===== src/rtl/vend_fsm_if.sv =====
// Vending controller bus: customer-side inputs and display/actuator outputs.
// master = customer panel / test driver, slave = vend_fsm.
interface vend_fsm_if;
  logic [2:0] coins_i;
  logic [2:0] goods_i;
  logic       done_i;
  logic       confirm_i;
  logic       cancel_i;
  logic [7:0] credit_o;
  logic [7:0] price_o;
  logic [7:0] change_o;
  logic       dispense_o;
  logic [2:0] item_o;
  logic       coin_reject_o;
  logic       err_short_o;
  logic       busy_o;
  logic [2:0] state_o;

  modport master (
    output coins_i, goods_i, done_i, confirm_i, cancel_i,
    input  credit_o, price_o, change_o, dispense_o, item_o,
           coin_reject_o, err_short_o, busy_o, state_o
  );

  modport slave (
    input  coins_i, goods_i, done_i, confirm_i, cancel_i,
    output credit_o, price_o, change_o, dispense_o, item_o,
           coin_reject_o, err_short_o, busy_o, state_o
  );
endinterface


===== src/rtl/vend_fsm.sv =====
// Coin-operated vending controller: collects credit, vends against a fixed
// price table, returns change/refunds, and auto-refunds an idle customer.
// All outputs are registered; inputs affect outputs one cycle later.
module vend_fsm #(
  parameter int CREDIT_MAX = 99,
  parameter int TIMEOUT    = 500000000
) (
  input logic       clk_i,
  input logic       rst_i,
  vend_fsm_if.slave bus
);
  typedef enum logic [2:0] {
    S_IDLE    = 3'd0,
    S_COLLECT = 3'd1,
    S_VEND    = 3'd2,
    S_CHANGE  = 3'd3,
    S_REFUND  = 3'd4
  } state_e;

  localparam logic [31:0] TMO_LAST = 32'(TIMEOUT - 1);
  localparam logic [8:0]  CMAX9    = 9'(CREDIT_MAX);

  function automatic logic [7:0] price_of(input logic [2:0] g);
    case (g)
      3'd0:    return 8'd3;
      3'd1:    return 8'd5;
      3'd2:    return 8'd7;
      3'd3:    return 8'd10;
      3'd4:    return 8'd12;
      3'd5:    return 8'd15;
      3'd6:    return 8'd20;
      default: return 8'd25;
    endcase
  endfunction

  state_e      state_q;
  logic [7:0]  credit_q, price_q, change_q;
  logic [2:0]  item_q;
  logic        dispense_q, reject_q, short_q, busy_q;
  logic [31:0] tmo_q;

  logic [4:0] coin_val;
  logic [8:0] sum9;
  logic       over;
  logic       coin_any;
  logic [7:0] acc;      // credit after this cycle's coins (unchanged if refused)
  logic [7:0] sel_price;
  logic       any_cmd;

  assign coin_val  = (bus.coins_i[0] ? 5'd1  : 5'd0)
                   + (bus.coins_i[1] ? 5'd5  : 5'd0)
                   + (bus.coins_i[2] ? 5'd10 : 5'd0);
  assign sum9      = {1'b0, credit_q} + {4'b0, coin_val};
  assign over      = sum9 > CMAX9;
  assign coin_any  = |bus.coins_i;
  assign acc       = over ? credit_q : sum9[7:0];
  assign sel_price = price_of(bus.goods_i);
  assign any_cmd   = coin_any | bus.confirm_i | bus.cancel_i;

  // Controller state, datapath registers and one-cycle pulse outputs.
  always_ff @(posedge clk_i) begin
    if (rst_i) begin
      state_q    <= S_IDLE;
      credit_q   <= 8'd0;
      price_q    <= 8'd0;
      change_q   <= 8'd0;
      item_q     <= 3'd0;
      dispense_q <= 1'b0;
      reject_q   <= 1'b0;
      short_q    <= 1'b0;
      busy_q     <= 1'b0;
      tmo_q      <= 32'd0;
    end else begin
      price_q    <= sel_price;
      dispense_q <= 1'b0;
      reject_q   <= 1'b0;
      short_q    <= 1'b0;
      case (state_q)
        S_IDLE: begin
          if (coin_any) begin
            if (over) begin
              reject_q <= 1'b1;
            end else begin
              credit_q <= acc;
              tmo_q    <= 32'd0;
              state_q  <= S_COLLECT;
            end
          end
        end
        S_COLLECT: begin
          // Any customer activity restarts the idle-refund count.
          if (any_cmd)                tmo_q <= 32'd0;
          else if (tmo_q != TMO_LAST) tmo_q <= tmo_q + 32'd1;
          if (coin_any && over) reject_q <= 1'b1;
          if (bus.cancel_i) begin
            change_q <= acc;
            credit_q <= 8'd0;
            busy_q   <= 1'b1;
            state_q  <= S_REFUND;
          end else if (bus.confirm_i) begin
            if (acc >= sel_price) begin
              item_q     <= bus.goods_i;
              change_q   <= acc - sel_price;
              credit_q   <= 8'd0;
              dispense_q <= 1'b1;
              busy_q     <= 1'b1;
              state_q    <= S_VEND;
            end else begin
              credit_q <= acc;
              short_q  <= 1'b1;
            end
          end else if (coin_any) begin
            credit_q <= acc;
          end else if (tmo_q == TMO_LAST) begin
            change_q <= credit_q;
            credit_q <= 8'd0;
            busy_q   <= 1'b1;
            state_q  <= S_REFUND;
          end
        end
        S_VEND: begin
          if (coin_any) reject_q <= 1'b1;
          state_q <= S_CHANGE;
        end
        S_CHANGE, S_REFUND: begin
          if (coin_any) reject_q <= 1'b1;
          if (bus.done_i) begin
            change_q <= 8'd0;
            item_q   <= 3'd0;
            busy_q   <= 1'b0;
            state_q  <= S_IDLE;
          end
        end
        default: begin
          busy_q  <= 1'b0;
          state_q <= S_IDLE;
        end
      endcase
    end
  end

  assign bus.credit_o      = credit_q;
  assign bus.price_o       = price_q;
  assign bus.change_o      = change_q;
  assign bus.dispense_o    = dispense_q;
  assign bus.item_o        = item_q;
  assign bus.coin_reject_o = reject_q;
  assign bus.err_short_o   = short_q;
  assign bus.busy_o        = busy_q;
  assign bus.state_o       = state_q;
endmodule


===== src/flat_wrapper.sv =====
// flat-port wrapper written by rule: the top's interface ports become plain ports
module vend_fsm_flat 
#(
  parameter int CREDIT_MAX = 99,
  parameter int TIMEOUT    = 500000000
)
  (clk_i, rst_i, bus_coins_i, bus_goods_i, bus_done_i, bus_confirm_i, bus_cancel_i, bus_credit_o, bus_price_o, bus_change_o, bus_dispense_o, bus_item_o, bus_coin_reject_o, bus_err_short_o, bus_busy_o, bus_state_o);
  vend_fsm_if bus_i ();
  input logic clk_i;
  input logic rst_i;
  input wire logic [$bits(bus_i.coins_i)-1:0] bus_coins_i;
  input wire logic [$bits(bus_i.goods_i)-1:0] bus_goods_i;
  input wire logic [$bits(bus_i.done_i)-1:0] bus_done_i;
  input wire logic [$bits(bus_i.confirm_i)-1:0] bus_confirm_i;
  input wire logic [$bits(bus_i.cancel_i)-1:0] bus_cancel_i;
  output wire logic [$bits(bus_i.credit_o)-1:0] bus_credit_o;
  output wire logic [$bits(bus_i.price_o)-1:0] bus_price_o;
  output wire logic [$bits(bus_i.change_o)-1:0] bus_change_o;
  output wire logic [$bits(bus_i.dispense_o)-1:0] bus_dispense_o;
  output wire logic [$bits(bus_i.item_o)-1:0] bus_item_o;
  output wire logic [$bits(bus_i.coin_reject_o)-1:0] bus_coin_reject_o;
  output wire logic [$bits(bus_i.err_short_o)-1:0] bus_err_short_o;
  output wire logic [$bits(bus_i.busy_o)-1:0] bus_busy_o;
  output wire logic [$bits(bus_i.state_o)-1:0] bus_state_o;
  assign bus_i.coins_i = bus_coins_i;
  assign bus_i.goods_i = bus_goods_i;
  assign bus_i.done_i = bus_done_i;
  assign bus_i.confirm_i = bus_confirm_i;
  assign bus_i.cancel_i = bus_cancel_i;
  assign bus_credit_o = bus_i.credit_o;
  assign bus_price_o = bus_i.price_o;
  assign bus_change_o = bus_i.change_o;
  assign bus_dispense_o = bus_i.dispense_o;
  assign bus_item_o = bus_i.item_o;
  assign bus_coin_reject_o = bus_i.coin_reject_o;
  assign bus_err_short_o = bus_i.err_short_o;
  assign bus_busy_o = bus_i.busy_o;
  assign bus_state_o = bus_i.state_o;
  vend_fsm #(.CREDIT_MAX(CREDIT_MAX), .TIMEOUT(TIMEOUT)) u_core (.clk_i(clk_i), .rst_i(rst_i), .bus(bus_i));
endmodule

===== config.mk =====
export PLATFORM = sky130hd
export DESIGN_NAME = vend_fsm_flat
export DESIGN_NICKNAME = d
export VERILOG_FILES = /design/src/rtl/vend_fsm_if.sv /design/src/rtl/vend_fsm.sv /design/src/flat_wrapper.sv
export SDC_FILE = /design/constraint.sdc
export NUM_CORES = 1
export LEC_CHECK = 0
export CAP_MARGIN = 20
export CORE_AREA = 5 5 94 96
export DETAILED_ROUTE_END_ITERATION = 16
export DIE_AREA = 0 0 99 101
export PLACE_DENSITY = 0.74
export SLEW_MARGIN = 5
export SYNTH_ARGS = -nofsm -noshare
export SYNTH_HDL_FRONTEND = slang
export SYNTH_SLANG_ARGS = --single-unit

===== constraint.sdc =====
create_clock -name clk_i -period 16.95 [get_ports clk_i]
set_input_delay 5.085 -clock clk_i [delete_from_list [all_inputs] [get_ports clk_i]]
set_output_delay 5.085 -clock clk_i [all_outputs]
set_load 0.01 [all_outputs]

==> impl_results.html <==
<table>
<tr><th>Metric</th><th>Value</th></tr>
<tr><th colspan="2">Status</th></tr>
<tr><td>Outcome</td><td>complete, no violations</td></tr>
<tr><th colspan="2">STA</th></tr>
<tr><td>Final hold viol count</td><td>0</td></tr>
<tr><td>Number of pins with negative max-slew slack in the final report</td><td>0</td></tr>
<tr><td>Final setup violation count</td><td>0</td></tr>
<tr><td>Final clock period utilization by the worst path</td><td>0.626</td></tr>
<tr><td>Setup TNS</td><td>0 ns</td></tr>
<tr><td>Final setup slack of the worst path</td><td>6.34 ns</td></tr>
<tr><td>Min Clock Period, post-route</td><td>10.61 ns</td></tr>
<tr><td>RSZ-0062 raised after global routing</td><td>false</td></tr>
<tr><td>Hold Slack</td><td>0.461 ns</td></tr>
<tr><td>Max Freq</td><td>~0.094 GHz</td></tr>
<tr><td>Transition time at the pin with the least slew margin</td><td>1.06 ns</td></tr>
<tr><td>Largest clock skew in the final design</td><td>roughly 0.014 ns</td></tr>
<tr><td>Slew headroom</td><td>0.284</td></tr>
<tr><th colspan="2">Min path</th></tr>
<tr><td>Worst hold path cell count</td><td>2</td></tr>
<tr><td>Worst Hold Class</td><td>flip-flop to flip-flop</td></tr>
<tr><th colspan="2">Logic synthesis</th></tr>
<tr><td>Synth top cells by count</td><td>dfxtp_1 (63), a21oi_1 (55), nand2_1 (46)</td></tr>
<tr><td>Area share of the largest cell type after synthesis</td><td>0.311</td></tr>
<tr><td>Most frequent cell after synthesis</td><td>dfxtp_1</td></tr>
<tr><td>Synth area leaders</td><td>dfxtp_1 (31%), a21oi_1 (6.8%), ha_1 (4.3%)</td></tr>
<tr><td>Cells after synthesis</td><td>approximately 510</td></tr>
<tr><td>Register area share after synthesis</td><td>0.311</td></tr>
<tr><td>Count of flip-flops with a built-in enable after synthesis</td><td>0</td></tr>
<tr><td>Yosys cell types</td><td>approximately 70</td></tr>
<tr><td>Area of the mapped netlist</td><td>approximately 4000 um2</td></tr>
<tr><td>Share of synthesized registers carrying an async set or reset</td><td>0</td></tr>
<tr><td>Post-synthesis area per instance</td><td>about 7.9 um2</td></tr>
<tr><td>Dominant synthesized flop cell</td><td>dfxtp_1</td></tr>
<tr><td>Count of warnings emitted by yosys</td><td>0</td></tr>
<tr><td>Cell taking the most area after synthesis</td><td>dfxtp_1</td></tr>
<tr><td>FF+latch count, synth</td><td>between 60 and 70</td></tr>
<tr><th colspan="2">Final layout</th></tr>
<tr><td>Final non-filler cell area</td><td>4690 um2</td></tr>
<tr><td>Final Instance Count excl. Fillers</td><td>648</td></tr>
<tr><td>Layout overhead on the synthesized area</td><td>15.6%</td></tr>
<tr><td>Fill cells</td><td>between 700 and 800</td></tr>
<tr><td>Layout cells sized above 1</td><td>0.0608</td></tr>
<tr><td>Core Util, Final</td><td>0.588</td></tr>
<tr><td>Post-layout net count</td><td>about 570</td></tr>
<tr><td>Number of diodes added for antenna fixing</td><td>0</td></tr>
<tr><th colspan="2">Floorplanning</th></tr>
<tr><td>Vertical extent of the die</td><td>between 100 and 150 um</td></tr>
<tr><td>Area inside the core boundary</td><td>7970 um2</td></tr>
<tr><td>Count of standard-cell rows</td><td>33</td></tr>
<tr><td>Die Outline Area</td><td>roughly 10000 um2</td></tr>
<tr><td>Starting density of the core</td><td>0.509</td></tr>
<tr><td>DIE WIDTH</td><td>just under 100 um</td></tr>
<tr><td>Ports placed on the boundary</td><td>45</td></tr>
<tr><th colspan="2">Clock tree</th></tr>
<tr><td>Hold Buf Count CTS</td><td>0</td></tr>
<tr><td>Clock tree from TritonCTS</td><td>yes</td></tr>
<tr><td>Number of H-tree levels</td><td>3</td></tr>
<tr><td>Clock transition at path regs</td><td>approximately 0.080 ns</td></tr>
<tr><td>Number of buffers created by CTS</td><td>9</td></tr>
<tr><td>Root Driver</td><td>clkbuf_8</td></tr>
<tr><td>Worst-Skew Late Latency</td><td>between 0.3 and 0.4 ns</td></tr>
<tr><td>Sinks on the clock net</td><td>63</td></tr>
<tr><td>Setup Buffers After CTS</td><td>0</td></tr>
<tr><td>Post-CTS Resized</td><td>0</td></tr>
<tr><td>Worst-case clock buffer depth</td><td>2</td></tr>
<tr><th colspan="2">Global routing</th></tr>
<tr><td>Overall fraction of global-route tracks in use</td><td>0.213</td></tr>
<tr><td>Maximum number of pins on one net before global-route repair</td><td>50</td></tr>
<tr><td>Global-route wire length before repair</td><td>roughly 18000 um</td></tr>
<tr><td>Total gr overflow</td><td>0</td></tr>
<tr><td>Number of global-route vias before repair</td><td>around 3800</td></tr>
<tr><td>Initial antenna violation count</td><td>0</td></tr>
<tr><th colspan="2">Power and ir drop</th></tr>
<tr><td>Overall power consumption</td><td>513 uW</td></tr>
<tr><td>Worst vdd ir</td><td>roughly 42 uV</td></tr>
<tr><td>Power per unit of standard cell area</td><td>109 nW/um2</td></tr>
<tr><td>Cell leakage power</td><td>1.63 nW</td></tr>
<tr><th colspan="2">Setup path</th></tr>
<tr><td>Stage delay of the slowest cell on the critical path</td><td>about 0.68 ns</td></tr>
<tr><td>Capturing element type of the critical path</td><td>flip-flop</td></tr>
<tr><td>Crit Path Category</td><td>primary input to flip-flop</td></tr>
<tr><td>Worst Path Max Fanout</td><td>8</td></tr>
<tr><td>Ordered list of cells on the worst path</td><td>clkdlybuf4s50_1, ha_1, ha_1, inv_1, fa_1, xor2_1, nand2b_1, mux2i_1, a2111oi_1, nor4_4, mux2i_1, inv_1, fa_1, nor2b_1, o21ai_0, a21boi_0, nor3_1, o311ai_1, a31oi_1, a2bb2oi_1, o31ai_1</td></tr>
<tr><td>Worst setup SP type</td><td>primary input</td></tr>
<tr><td>Number of cells on the critical path</td><td>21</td></tr>
<tr><td>Buffers and inverters on the worst path</td><td>3</td></tr>
<tr><td>Arrival time worst endpoint</td><td>10.84 ns</td></tr>
<tr><td>Critical path's slowest cell</td><td>nor4_4</td></tr>
<tr><td>Number of cells on the worst reg-to-reg path</td><td>19</td></tr>
<tr><td>WP data required</td><td>17.18 ns</td></tr>
<tr><td>Crit-path leading delay family</td><td>compound AO/OA/AOI/OAI gates</td></tr>
<tr><th colspan="2">Routing</th></tr>
<tr><td>Final routed DRC violation total</td><td>0</td></tr>
<tr><td>Total length of routed wires</td><td>~10000 um</td></tr>
<tr><td>Ratio of routed vias to standard cells</td><td>6.12</td></tr>
<tr><td>Total via count after detailed routing</td><td>3963</td></tr>
<tr><td>Count of nets left with antenna violations after detail routing</td><td>0</td></tr>
<tr><td>Post-DR wirelength/cell</td><td>around 16 um</td></tr>
<tr><td>Number of detailed-routing iterations run before antenna repair</td><td>5</td></tr>
<tr><td>Initial DRC Count</td><td>about 150</td></tr>
<tr><th colspan="2">Place</th></tr>
<tr><td>Worst slack after detailed placement</td><td>~6.0 ns</td></tr>
<tr><td>Count of input and output buffers</td><td>41</td></tr>
<tr><td>Dpl cells</td><td>around 630</td></tr>
<tr><td>HPWL after detailed placement</td><td>around 7700 um</td></tr>
<tr><td>Routability congestion estimate from global placement</td><td>~0.90</td></tr>
<tr><td>Post-place instance area</td><td>between 4000 and 5000 um2</td></tr>
<tr><th colspan="2">Run</th></tr>
<tr><td>Max-Cap Viols</td><td>0</td></tr>
</table>
==> worst reg2reg max path: cells and delay by family, from the launching register on <==
| kind | cells | cell delay [ns] |
|---|---|---|
| multiplexers | 2 | 0.73 |
| XOR/XNOR | 1 | 0.29 |
| adder cells (fa/ha/maj) | 3 | 1.04 |
| AO/OA/AOI/OAI | 7 | 1.63 |
| AND/OR/NAND/NOR | 4 | 1.03 |
| buffers and inverters | 2 | 0.18 |
| flip-flops | 1 | 0.41 |
==> registers in the layout, indices dropped and copies added, names as in the netlist <==
signal                    flops
u_core.tmo_q                 32
u_core.bus.change_o           8
u_core.bus.credit_o           8
u_core.bus.price_o            5
u_core.bus.item_o             3
u_core.bus.state_o            3
u_core.bus.busy_o             1
u_core.bus.coin_reject_o      1
u_core.bus.dispense_o         1
u_core.bus.err_short_o        1
==> final cells by class <==
type / instances / area, um2 / share of cell area
multi-input cells: 402 / 2590 / 0.554
flip-flops and latches: 63 / 1260 / 0.269
repair buffers: 44 / 433 / 0.0924
clock buffers: 11 / 141 / 0.0302
well taps: 105 / 131 / 0.0280
inverters: 18 / 67.6 / 0.0144
clock inverters: 5 / 57.6 / 0.0123
==> kinds of logic after synthesis <==
| family | after synthesis | synth area share |
|---|---|---|
| other | 1 | 0.000925 |
| adder cells (fa/ha/maj) | 16 | 0.0531 |
| buffers and inverters | 48 | 0.0525 |
| XOR/XNOR | 5 | 0.0127 |
| AO/OA/AOI/OAI | 151 | 0.241 |
| multiplexers | 18 | 0.0457 |
| flip-flops | 63 | 0.311 |
| AND/OR/NAND/NOR | 209 | 0.283 |
==> worst paths after layout <==
check,start,end,slack (ns)
setup reg to reg,u_core.bus.credit_o[0],u_core.bus.change_o[6],11.55
hold / removal,u_core.bus.change_o[5],u_core.bus.change_o[5],0.46
hold reg to reg,u_core.bus.change_o[5],u_core.bus.change_o[5],0.46
setup / recovery,bus_coins_i[1],u_core.bus.change_o[6],6.34
==> cells in the final DEF (no fill, tap or decap), types with 6 or more instances in the layout <==
master | netlist | routed
mux2i_1 | 14 | 14
nand4_1 | 13 | 13
o31ai_1 | 9 | 9
inv_1 | 18 | 18
clkbuf_8 | 0 | 10
ha_1 | 14 | 14
nor3_1 | 15 | 15
o21ai_1 | 10 | 10
nor2_1 | 33 | 33
and3_1 | 7 | 7
o41ai_1 | 6 | 6
or4_1 | 10 | 10
or3_1 | 15 | 15
dfxtp_1 | 63 | 63
clkdlybuf4s50_1 | 0 | 41
nand3_1 | 19 | 19
o21ai_0 | 24 | 24
nand2_1 | 46 | 46
and2_1 | 13 | 13
a21oi_1 | 55 | 55
nand2b_1 | 10 | 10
==> per-layer routing <==
layer | part of all wire | global-route usage
met3 | 0.058 | 0.0388
met2 | 0.50 | 0.368
met4 | 0.018 | 0.0893
met1 | 0.42 | 0.259
met5 | 0 | 0
==> power breakdown <==
part / switching (mW) / internal, mW
clock network: 0.0616 / 0.0717
registers: 0.0132 / 0.160
logic: 0.119 / 0.0878
(Power assumes the default switching activity.)
